[src/rtl/linear_interpolator_pkg.sv]
// Shared types and defaults for the linear upsampling interpolator.
package linear_interpolator_pkg;

    // Burst controller states
    typedef enum logic {
        ST_IDLE = 1'b0,
        ST_RUN  = 1'b1
    } state_t;

    localparam int DEF_WIDTH = 24;
    localparam int DEF_SHIFT = 3;

    // Number of output samples produced per input sample
    function automatic int upsample_factor(input int shift);
        return 1 << shift;
    endfunction

endpackage

[src/rtl/linear_interpolator_adder.sv]
// Generic N-bit two's-complement adder used for the accumulator step.
module linear_interpolator_adder #(
    parameter int N = 8
) (
    input  logic [N-1:0] i_a,
    input  logic [N-1:0] i_b,
    output logic [N-1:0] o_sum
);

    // Plain wrap-around sum; the caller guarantees no overflow
    always_comb begin
        o_sum = i_a + i_b;
    end

endmodule

[src/rtl/linear_interpolator.sv]
// Linear upsampling interpolator: each accepted input X produces L = 2^SHIFT
// outputs stepping from the previous sample P towards X, floor-rounded.
//
// state | meaning
// ------+-----------------------------------------------------------
// IDLE  | waiting for the next input sample, IN_READY high
// RUN   | emitting the L interpolated points of the current burst
module linear_interpolator
    import linear_interpolator_pkg::*;
#(
    parameter int WIDTH = DEF_WIDTH,
    parameter int SHIFT = DEF_SHIFT
) (
    input  logic             CLK,
    input  logic             RESET_N,
    input  logic [WIDTH-1:0] IN_DATA,
    input  logic             IN_VALID,
    output logic             IN_READY,
    output logic [WIDTH-1:0] OUT_DATA,
    output logic             OUT_VALID,
    input  logic             OUT_READY
);

    localparam int L    = upsample_factor(SHIFT);
    localparam int ACCW = WIDTH + SHIFT + 1;
    localparam logic [SHIFT-1:0] CNT_LAST = SHIFT'(L - 1);

    state_t             r_state;
    logic               r_in_ready;
    logic               r_out_valid;
    logic [WIDTH-1:0]   r_x;
    logic [WIDTH-1:0]   r_p;
    logic [WIDTH:0]     r_diff;
    logic [ACCW-1:0]    r_acc;
    logic [SHIFT-1:0]   r_cnt;

    logic [WIDTH:0]     w_diff_next;
    logic [ACCW-1:0]    w_acc_start;
    logic [ACCW-1:0]    w_diff_ext;
    logic [ACCW-1:0]    w_acc_next;

    // Step size and burst start point, both sign-extended before arithmetic
    always_comb begin
        w_diff_next = {IN_DATA[WIDTH-1], IN_DATA} - {r_p[WIDTH-1], r_p};
        w_acc_start = {{(SHIFT + 1){r_p[WIDTH-1]}}, r_p} << SHIFT;
        w_diff_ext  = {{SHIFT{r_diff[WIDTH]}}, r_diff};
    end

    linear_interpolator_adder #(
        .N (ACCW)
    ) u_acc_adder (
        .i_a   (r_acc),
        .i_b   (w_diff_ext),
        .o_sum (w_acc_next)
    );

    // Burst controller: accepts one sample, then walks acc by diff L times
    always_ff @(posedge CLK or negedge RESET_N) begin
        if (!RESET_N) begin
            r_state     <= ST_IDLE;
            r_in_ready  <= 1'b0;
            r_out_valid <= 1'b0;
            r_x         <= '0;
            r_p         <= '0;
            r_diff      <= '0;
            r_acc       <= '0;
            r_cnt       <= '0;
        end else begin
            case (r_state)
                ST_IDLE: begin
                    r_out_valid <= 1'b0;
                    if (IN_VALID && r_in_ready) begin
                        r_x         <= IN_DATA;
                        r_diff      <= w_diff_next;
                        r_acc       <= w_acc_start;
                        r_cnt       <= '0;
                        r_in_ready  <= 1'b0;
                        r_out_valid <= 1'b1;
                        r_state     <= ST_RUN;
                    end else begin
                        r_in_ready  <= 1'b1;
                    end
                end
                ST_RUN: begin
                    r_in_ready <= 1'b0;
                    if (OUT_READY) begin
                        r_acc <= w_acc_next;
                        r_cnt <= r_cnt + 1'b1;
                        if (r_cnt == CNT_LAST) begin
                            r_p         <= r_x;
                            r_out_valid <= 1'b0;
                            r_in_ready  <= 1'b1;
                            r_state     <= ST_IDLE;
                        end
                    end
                end
                default: begin
                    r_state     <= ST_IDLE;
                    r_in_ready  <= 1'b0;
                    r_out_valid <= 1'b0;
                end
            endcase
        end
    end

    // acc holds (P << SHIFT) + k*diff; its upper slice is the floor of acc / L
    always_comb begin
        OUT_DATA  = r_acc[SHIFT +: WIDTH];
        IN_READY  = r_in_ready;
        OUT_VALID = r_out_valid;
    end

endmodule
[config.mk]
export PLATFORM = sky130hd
export DESIGN_NAME = linear_interpolator
export DESIGN_NICKNAME = d
export VERILOG_FILES = /design/src/rtl/linear_interpolator_pkg.sv /design/src/rtl/linear_interpolator_adder.sv /design/src/rtl/linear_interpolator.sv
export SDC_FILE = /design/constraint.sdc
export NUM_CORES = 1
export LEC_CHECK = 0
export CAP_MARGIN = 15
export CORE_MARGIN = 4
export CORE_UTILIZATION = 55
export DETAILED_ROUTE_END_ITERATION = 7
export PLACE_DENSITY = 0.83
export SLEW_MARGIN = 20
export SYNTH_ARGS = -nofsm -noshare
export SYNTH_HDL_FRONTEND = slang
export SYNTH_SLANG_ARGS = --single-unit
[constraint.sdc]
create_clock -name CLK -period 5.1 [get_ports CLK]
set_clock_uncertainty 0.05 [all_clocks]
set_input_delay 0.765 -clock CLK [delete_from_list [all_inputs] [get_ports CLK]]
set_output_delay 0.765 -clock CLK [all_outputs]
set_load 0.02 [all_outputs]
==> impl_metrics.toml <==
[routing]
route.detailed.drc = 0
first_iter_violations = 545
wl_per_cell_um = 17.4
first_pass_iters = 6
via_count = 5700
viasPerCell = 5.93
wirelength_um = 16800
ant_nets = 0

[worst_hold_path]
hold_depth = 2
min_path_type = "reg2reg"
min_to = "r_x[15]$_DFFE_PN0P_"
hp-start = "r_x[15]$_DFFE_PN0P_"

[global_routing]
grt.total_usage_pct = 24.2
grt_remaining_overflow = 0
antenna_found_initial = 0
grt_max_degree = 71
grt_first_pass_wirelength_um = 27800
grt_pass1_vias = 5592

[floorplan]
start_util_pct = 56.9
ios = 54
dieArea_um2 = 14400
die-width_um = 120
fp.dieH_um = 120
rows = 40
core_region_area_um2 = 12200

[cells_and_area]
nets = 872
area_delta_synth_final_pct = 11.1
postLayoutCoreUtil_pct = 63.2
antenna_cells = 0
final_cell_mix = "143 x nand2_1, 106 x dfrtp_1, 61 x o21ai_0"
final_common_cell = "nand2_1"
drive_gt1_share_pct = 7.05

[power]
ir_drop_mv = 0.347
p_leak_nw = 3.63
p_total_mw = 5.05
powerDensity_nw_per_um2 = 657

[yosys]
synth-seq-cells = 106
synth_top_area_share_pct = 38.3
post_synth_num_cell_types = 53
yosysWarnings = 0
synth_enable_flop_cells = 0
syn-num-nets = 861
syn_inst = 779
synth.area.top_cells = "dfrtp_1 38%, ha_1 9.4%, nand2_1 7.8%"
synth_async_sr_flop_share_pct = 100
synth-main-ff-cell = "dfrtp_1"
seq_area_frac_synth_pct = 38.3
avgSynthCellArea_um2 = 8.88
netlist_area_um2 = 6920
yosysTopAreaCell = "dfrtp_1"

[critical_path]
reg2reg_depth = 10
slowest_delay_ns = 0.47
critical_path_arrival_ns = 3.68
worstPathRequired_ns = 5.30
path_cells = "clkdlybuf4s50_1, inv_1, ha_1, fa_1, nor2b_1, o31ai_1, a21oi_1, a221oi_2, o21ai_1, a221o_1, a41oi_1"
start_kind = "input pin"
reg2reg_slack_ns = 1.90
crit_start = "IN_DATA[0]"
r2r-start = "r_diff[0]$_DFFE_PN0P_"
worstPathMaxFanout = 4
rr_endpoint = "r_acc[26]$_DFFE_PN0P_"
end_kind = "flip-flop"
crit_slowest_cell = "o31ai_1"
crit_type = "in2reg"

[sta]
fin_tns_setup_ns = 0
rsz0062_at_grt = "false"
max_freq_mhz = 288
max-slew-margin-rel_pct = 34.8
worstMarginPinSlew_ns = 0.975
final_hold_viol_count = 0
timing.final.crit_period_ns = 3.48
drv_slew = 0
setup_viol = 0
fin_crit_sh_pct = 68.2

[placement]
port_buffers = 53
routabilityCongestion = 0.920
hpwl_um = 12200

[job]
cap_violations = 0

[cts]
cts.htree.levels = 3
tritoncts = "yes"
path_clk_slew_ns = 0.07
cts_resized = 0
post_cts_buffers = 0
clock-sinks = 106
cts-root-buf = "clkbuf_16"
cts_buffers = 9
ctsHoldBuffers = 0
clkLatencyLatePin_ns = 0.36
cts.path.max_buffers = 2

[outcome]
status = "finished, final reports clean"
==> cells by family after synthesis <==
kind of cell    synth area share, %
fa+ha+maj                      9.98
mux                            5.82
simple gates                   13.3
flops                          38.3
buf+inv                        6.56
compound gates                 20.8
xor+xnor                       5.19
==> registers in the layout, summed over array words and instances, names as in the netlist <==
name,count
r_cnt,3
r_x,24
r_acc,27
r_diff,25
r_p,24
OUT_VALID,1
r_state,1
IN_READY,1
==> where the power goes <==
group          total, mW  switching, mW  leakage [nW]  internal, mW
combinational       2.82           1.58          2.15          1.24
sequential          1.52          0.310          1.33          1.21
clock              0.714          0.320         0.145         0.394
==> synth_stat cells (4+ instances only) <==
| master | n |
|---|---|
| a211oi_1 | 11 |
| a21o_1 | 23 |
| a21oi_1 | 59 |
| a22oi_1 | 5 |
| a31oi_1 | 4 |
| and2_1 | 6 |
| and3_1 | 4 |
| buf_4 | 24 |
| clkbuf_1 | 32 |
| dfrtp_1 | 106 |
| ha_1 | 52 |
| inv_1 | 36 |
| mux2_2 | 26 |
| mux2i_1 | 11 |
| nand2_1 | 143 |
| nand2b_1 | 4 |
| nand3_1 | 11 |
| nand4_1 | 4 |
| nor2_1 | 39 |
| o211ai_1 | 8 |
| o21a_1 | 9 |
| o21ai_0 | 61 |
| o21bai_1 | 4 |
| o221ai_1 | 5 |
| o31ai_1 | 7 |
| xnor2_1 | 22 |
| xor2_1 | 19 |
==> critical path: cells and delay by family <==
kind	cells	cell delay, ns
fa+ha+maj	2	0.42
simple gates	1	0.07
buf+inv	2	0.48
compound gates	6	1.94
==> per-stage QoR <==
stage          hold WS, ns  instances  setup WS [ns]  cell area, um2
2_1_floorplan        0.392        779           2.19            6920
3_3_place_gp         0.403        947           1.33            7390
3_5_place_dp         0.410        947           1.29            7390
4_1_cts              0.427        962           1.64            7690
5_1_grt              0.443        962           1.44            7690
6_report             0.422        962           1.62            7690
==> area by class of cell <==
cell class	instances	area [um2]
fillers	1007	4470
multi-input cells	578	3820
flip-flops and latches	106	2650
repair buffers	59	573
clock buffers	10	239
well taps	168	210
inverters	36	135
clock inverters	5	60.1
==> layer usage <==
metal  GRT usage (%)  up-vias  routed length (um)
met5               0        -                   0
met4            4.80        0                 159
met3            5.23       27                1230
met2            39.9      238                7890
met1            33.2     2703                7470
li1                -     2732                   -
==> how the worst max path moves through the flow <==
stage	endpoint	slack, ns	depth (start not counted)
CTS	r_diff[22]$_DFFE_PN0P_	1.64	12
global placement	r_diff[22]$_DFFE_PN0P_	1.33	12
finish	r_diff[24]$_DFFE_PN0P_	1.62	11
global route	r_diff[22]$_DFFE_PN0P_	1.44	12
floorplan	r_diff[22]$_DFFE_PN0P_	2.19	10
detailed placement	r_diff[22]$_DFFE_PN0P_	1.29	12
(Power assumes the default switching activity.)
